===== src/rtl/regfile_wb_arbiter.sv =====
// Round-robin arbiter sharing the register-file write port between two writeback
// sources, with a pending-write scoreboard for RAW hazard and WAW issue checks.
module regfile_wb_arbiter #(
   parameter int XLEN = 32,
   parameter int AW   = 5
) (
   input  logic                 clk,
   input  logic                 rst,
   input  logic                 iss_valid,
   input  logic [AW-1:0]        iss_rd,
   output logic                 iss_ready,
   input  logic [AW-1:0]        rs1,
   input  logic [AW-1:0]        rs2,
   output logic                 rs1_hazard,
   output logic                 rs2_hazard,
   input  logic                 r0_valid,
   output logic                 r0_ready,
   input  logic [AW-1:0]        r0_rd,
   input  logic [XLEN-1:0]      r0_data,
   input  logic                 r1_valid,
   output logic                 r1_ready,
   input  logic [AW-1:0]        r1_rd,
   input  logic [XLEN-1:0]      r1_data,
   output logic                 wb_we,
   output logic [AW-1:0]        wb_rd,
   output logic [XLEN-1:0]      wb_data,
   output logic [(1<<AW)-1:0]   pending
);

   localparam int NREG = 1 << AW;

   logic                last_grant_q, last_grant_d;
   logic                wb_we_q, wb_we_d;
   logic [AW-1:0]       wb_rd_q, wb_rd_d;
   logic [XLEN-1:0]     wb_data_q, wb_data_d;
   logic [NREG-1:0]     pending_q, pending_d;

   logic                gnt0, gnt1, hs;
   logic [AW-1:0]       hs_rd;
   logic [XLEN-1:0]     hs_data;
   logic [NREG-1:0]     set_vec, clr_vec;

   // Grants are suppressed while reset is held so nothing is accepted and lost.
   // last_grant_q: 0 = r0 granted last, 1 = r1 granted last.
   always_comb begin
      gnt0 = 1'b0;
      gnt1 = 1'b0;
      if (!rst) begin
         if (r0_valid && r1_valid) begin
            if (last_grant_q) gnt0 = 1'b1;
            else              gnt1 = 1'b1;
         end else if (r0_valid) begin
            gnt0 = 1'b1;
         end else if (r1_valid) begin
            gnt1 = 1'b1;
         end
      end
   end

   assign r0_ready = gnt0;
   assign r1_ready = gnt1;
   assign hs       = gnt0 | gnt1;
   assign hs_rd    = gnt0 ? r0_rd   : r1_rd;
   assign hs_data  = gnt0 ? r0_data : r1_data;

   assign iss_ready = ~(pending_q[iss_rd] & (iss_rd != '0));

   assign rs1_hazard = (rs1 != '0) & (pending_q[rs1] | (wb_we_q & (wb_rd_q == rs1)));
   assign rs2_hazard = (rs2 != '0) & (pending_q[rs2] | (wb_we_q & (wb_rd_q == rs2)));

   always_comb begin
      set_vec = '0;
      clr_vec = '0;
      if (iss_valid && iss_ready && (iss_rd != '0)) set_vec = NREG'(1) << iss_rd;
      if (hs) clr_vec = NREG'(1) << hs_rd;
   end

   // x0 writes are accepted but never reach the register file or the scoreboard.
   always_comb begin
      last_grant_d = last_grant_q;
      wb_we_d      = 1'b0;
      wb_rd_d      = wb_rd_q;
      wb_data_d    = wb_data_q;
      if (hs) begin
         last_grant_d = gnt1;
         if (hs_rd != '0) begin
            wb_we_d   = 1'b1;
            wb_rd_d   = hs_rd;
            wb_data_d = hs_data;
         end
      end
      pending_d = ((pending_q & ~clr_vec) | set_vec) & ~NREG'(1);
   end

   always_ff @(posedge clk) begin
      if (rst) begin
         last_grant_q <= 1'b1;
         wb_we_q      <= 1'b0;
         wb_rd_q      <= '0;
         wb_data_q    <= '0;
         pending_q    <= '0;
      end else begin
         last_grant_q <= last_grant_d;
         wb_we_q      <= wb_we_d;
         wb_rd_q      <= wb_rd_d;
         wb_data_q    <= wb_data_d;
         pending_q    <= pending_d;
      end
   end

   assign wb_we   = wb_we_q;
   assign wb_rd   = wb_rd_q;
   assign wb_data = wb_data_q;
   assign pending = pending_q;

endmodule


===== config.mk =====
export PLATFORM = sky130hd
export DESIGN_NAME = regfile_wb_arbiter
export DESIGN_NICKNAME = d
export VERILOG_FILES = /design/src/rtl/regfile_wb_arbiter.sv
export SDC_FILE = /design/constraint.sdc
export NUM_CORES = 1
export LEC_CHECK = 0
export CORE_MARGIN = 4
export CORE_UTILIZATION = 49
export DETAILED_ROUTE_END_ITERATION = 8
export HOLD_SLACK_MARGIN = 0.12
export PLACE_DENSITY = 0.89
export SYNTH_ARGS = -nofsm -noshare
export SYNTH_HDL_FRONTEND = slang
export SYNTH_SLANG_ARGS = --single-unit

===== constraint.sdc =====
create_clock -name clk -period 5.5 [get_ports clk]
set_clock_uncertainty 0.05 [all_clocks]
set_input_delay 0.55 -clock clk [delete_from_list [all_inputs] [get_ports clk]]
set_output_delay 0.55 -clock clk [all_outputs]
set_load 0.03 [all_outputs]

# [Yosys cells after proc, flatten, opt, wreduce, memory -nomap -nowiden]
# Index checks and enable logic that the tools add are counted.
[word_totals] reg_bits=71 latchBits=0 mem_bits_rw=0 mem_bits_ro=0 input_bits=94 out_inout_bits=75 word_cells=55 mem_count=0
[op_classes] add_sub_neg=0 mul=0 div=0 n_lt_le_gt_ge=3 eq_ne=2 n_shift=2 mux=20 bitwise_logic=13 n_reduce_logical=9
[op_table] op="32-bit 2-to-1 mux" count=3
[op_table] op="1-bit by 5-bit left shift with 32-bit output, first input constant" count=2
[op_table] op="32-bit AND" count=1
[op_table] op="32-bit inverter" count=1
[op_table] op="32-bit OR" count=1
[op_table] op="5-bit nonzero test" count=4
[op_table] op="5-bit by 6-bit less-than comparator with 1-bit output, second input constant" count=3
[op_table] op="1-bit binary-select mux with 5-bit select" count=3
[op_table] op="1-bit 2-to-1 mux" count=13
[op_table] op="5-bit equality test" count=2
[op_table] op="1-bit AND" count=5
[op_table] op="5-bit 2-to-1 mux" count=1
[op_table] op="1-bit logical AND" count=3
[op_table] op="1-bit OR" count=3
[op_table] op="1-bit inverter" count=2
[op_table] op="2-bit AND reduction" count=1
[op_table] op="2-bit OR reduction" count=1

# [Depth between registers and ports, before layout]
[logic_depth] depth_word=9 depth_mapped=9 mapped_depth_nobuf=5

# [Worst setup path before layout]
# No wires, ideal clock.
[synth_path] path_kind="in2out" start="input port rs1[2]" end="output port rs1_hazard" arrival_time_ps=2200 t_required_ps=4900 setup_slack_ps=2700 stages=6 n_path_buf=1 cell_sequence="clkbuf_1 mux4_2 inv_1 a221oi_1 a2111oi_0 nor3_1"
[synth_via] elab_chain_cells=4 word_cells_on_any_way=7 cone_classes="eq/ne: 1; mux: 2; bitwise: 3; reduce/logical: 1"
[synth_rtl] item="from (decl)" line="12" source="input logic [AW-1:0] rs1,"
[synth_rtl] item="1-bit binary-select mux with 5-bit select / 5-bit equality test (equally long branches)" line="68" source="assign rs1_hazard = (rs1 != '0) & (pending_q[rs1] | (wb_we_q & (wb_rd_q == rs1)));"
[synth_rtl] item="1-bit 2-to-1 mux (implied by the code) / 1-bit AND (equally long branches)" line="68"
[synth_rtl] item="1-bit OR" line="68"
[synth_rtl] item="1-bit AND (*)" line="68"
[synth_rtl] item="to (decl)" line="14" source="output logic rs1_hazard,"
# Every way passes the cells marked *; elsewhere a longest branch is shown, timed or not. The select of a mux whose other input is x is not followed.

# [Worst setup path after layout]
[layout_path] start="input port iss_rd[0]" end="output port iss_ready"
[layout_via] elab_chain_cells=4 word_cells_on_any_way=5 cone_classes="mux: 2; bitwise: 2; reduce/logical: 1"
[layout_rtl] item="from (decl)" line="10" source="input logic [AW-1:0] iss_rd,"
[layout_rtl] item="1-bit binary-select mux with 5-bit select" line="66" source="assign iss_ready = ~(pending_q[iss_rd] & (iss_rd != '0));"
[layout_rtl] item="1-bit 2-to-1 mux (implied by the code)" line="66"
[layout_rtl] item="1-bit AND (*)" line="66"
[layout_rtl] item="1-bit inverter (*)" line="66"
[layout_rtl] item="to (decl)" line="11" source="output logic iss_ready,"
# Marked as above.

==> results.sh <==
export IMPL_outcome="completed"
export IMPL_rsz0062_at_grt="no"
export IMPL_finalCritPeriodShare_pct=73.3
export IMPL_postCtsHoldBufs=0
export IMPL_clock_latency_ns=0.34
export IMPL_total_power_mw=1.39
export IMPL_hold_viol_final=0
export IMPL_slew_headroom_pct=16.3
export IMPL_start_kind="primary input"
export IMPL_crit_fanout=32
export IMPL_final_cells=750
export IMPL_nets=732
export IMPL_dp_slack_ns=1.49
export IMPL_setup_tns_ns=0
export IMPL_drt_initial_drc_count=546
export IMPL_grt_pass1_wl_mm=25.7
export IMPL_coreArea_mm2=0.00889
export IMPL_ant_nets=0
export IMPL_arrival_ns=3.43
export IMPL_powerDensity_mw_per_mm2=219
export IMPL_place_inst=735
export IMPL_ys_seq_area_share_pct=30.8
export IMPL_num_antenna_cells=0
export IMPL_vias=4952
export IMPL_synth_top_flop_cell="dfxtp_1"
export IMPL_reg2reg_depth=5
export IMPL_drive_gt1_share_pct=11.8
export IMPL_cts_buffer_depth=2
export IMPL_wl_per_cell_um=21.8
export IMPL_ys_ff_latch=70
export IMPL_synthTopCellsByArea="dfxtp_1, a311oi_2, mux4_2"
export IMPL_htree_levels=3
export IMPL_dieHeight_um=104
export IMPL_syn_nets=598
export IMPL_netSwitchingFraction_pct=31.4
export IMPL_postSynthCellCount=504
export IMPL_grt_usage_pct=29.0
export IMPL_async_reset_ff_share_pct=0
export IMPL_critPathKind="in -> out"
export IMPL_worst_slack_ns=1.47
export IMPL_clock_power_share_pct=32.9
export IMPL_dp_hpwl_mm=11.8
export IMPL_setup_viol=0
export IMPL_p_leak_nw=2.18
export IMPL_max_freq_ghz=0.248
export IMPL_rows=34
export IMPL_gp_congestion=1.01
export IMPL_fin_util_pct=71.7
export IMPL_yosys_area_top_type="dfxtp_1"
export IMPL_yosysMostFrequentCell="nand2_1"
export IMPL_yosys_warnings=0
export IMPL_synthTopCellsByCount="nand2_1, dfxtp_1, a21oi_1"
export IMPL_min_period_ns=4.03
export IMPL_maxCapViolCount=0
export IMPL_synth_cell_types=52
export IMPL_hold_path_class="reg -> reg"
export IMPL_r2r_end="pending[19]$_SDFF_PP0_"
export IMPL_r2r_slack_ns=2.52
export IMPL_vdd_drop_max_v=0.000125
export IMPL_min_to="wb_data[2]$_SDFFE_PP0P_"
export IMPL_via_per_inst=6.60
export IMPL_synth_edf_count=0
export IMPL_p_comb_share_pct=27.3
export IMPL_pwr_share_seq_pct=39.8
export IMPL_initial_utilization_pct=51.1
export IMPL_numCtsBuffers=9
export IMPL_grt_antenna_before_repair=0
export IMPL_synth_area_mm2=0.00455
export IMPL_hold_path_depth=2
export IMPL_cts_resized=0
export IMPL_area_growth_syn_to_layout_pct=40.2
export IMPL_post_cts_setup_buffer_count=0
export IMPL_grt_start_max_net_pins=56
export IMPL_first_global_vias=4853
export IMPL_min_from="wb_data[2]$_SDFFE_PP0P_"
export IMPL_tritoncts="done"
export IMPL_report_final_slew_viol_count=0
export IMPL_die_area_mm2=0.0109
export IMPL_cts_root_buf="clkbuf_8"
export IMPL_die_x_um=104
export IMPL_clk_pin_slew_ns=0.08
export IMPL_cts_sinks=70
export IMPL_drtPass1Iterations=6
export IMPL_overflow=0
export IMPL_remaining_drc_errors=0
export IMPL_end_kind="output pin"
export IMPL_required_ns=4.90
export IMPL_tightest_slew_ns=1.22
export IMPL_reg2reg_from="last_grant_q$_SDFFE_PP1P_"
export IMPL_synth_area_per_cell_um2=9.02
export IMPL_p_int_mw=0.956
export IMPL_net_switching_power_mw=0.438
export IMPL_yosysTopAreaCellShare_pct=30.8
export IMPL_drt_total_wl_mm=16.4
export IMPL_io_pins=169
export IMPL_numPortBuffers=167
[worst max-delay path by stage]
stage / start / slack, ns / to
finish: iss_rd[0] / 1.47 / iss_ready
CTS: iss_rd[0] / 1.47 / iss_ready
global route: iss_rd[0] / 1.31 / iss_ready
floorplan: rs1[2] / 2.70 / rs1_hazard
global placement: iss_rd[0] / 1.52 / iss_ready
detailed placement: iss_rd[0] / 1.49 / iss_ready
[flip-flops by register name, indices dropped and copies added, names as in the netlist]
signal        flops
wb_we             1
wb_data          32
last_grant_q      1
pending          31
wb_rd             5
[metrics by stage]
step | hold slack (ns) | area (µm²)
floorplan | 0.425 | 4550
global placement | 0.446 | 6160
detailed placement | 0.464 | 6160
CTS | 0.479 | 6370
global route | 0.499 | 6370
finish | 0.477 | 6370
[cell type report]
cell class              count  area [µm²]
multi-input cells         365        2840
inverters                  18        67.6
repair buffers            174        1720
clock inverters             5        83.8
well taps                 108         135
flip-flops and latches     70        1400
fillers                   658        2520
clock buffers              10         128
[critical path, cell delays in order]
cell	delay (ns)
clkdlybuf4s50_1	0.89
mux4_2	0.59
mux2i_1	0.17
o22a_1	0.14
nand3_1	0.08
buf_4	0.25
inv_1	0.09
clkdlybuf4s50_1	0.66
[power by group through the flow]
stage	Combinational (mW)	Sequential, mW	Clock, mW
floorplan	0.172	0.609	0
global placement	0.369	0.564	0
detailed placement	0.376	0.565	0
CTS	0.378	0.554	0.461
global route	0.403	0.557	0.483
finish	0.381	0.554	0.458
[layout by cell type, fill, tap and decap left out, drive strengths merged, types with 3 or more instances in the layout]
cell type,n
buf,8
clkdlybuf4s50,166
o311ai,16
clkbuf,10
mux2i,15
mux2,4
o32ai,4
o31ai,30
mux4,19
and2,3
nand3,9
inv,17
a311o,10
o21ai,7
dfxtp,70
nand2,89
nor2b,10
xor2,8
nor3,8
nand4,6
a311oi,34
a211oi,3
o2111ai,3
a2111oi,4
nor2,8
o211ai,4
a221oi,4
a21oi,40
[cells by family (layout without fill, tap and decap cells)]
logic type | count (synthesis) | in the layout | synth area share (%)
DFF | 70 | 70 | 30.8
buffers and inverters | 69 | 207 | 6.96
AOI/OAI and AO/OA | 169 | 169 | 31.8
other | 1 | 1 | 0.0825
muxes | 38 | 38 | 13.7
xor gates and xnor gates | 10 | 10 | 1.93
and+or+nand+nor | 147 | 147 | 14.7
[per-layer routing]
metal  share of wire [%]  GRT usage (%)
met3                  10           6.95
met4                 3.3           9.88
met1                  39           36.8
met2                  48           48.2
met5                   0              0
Note: power is estimated with default switching activity, not from simulation.
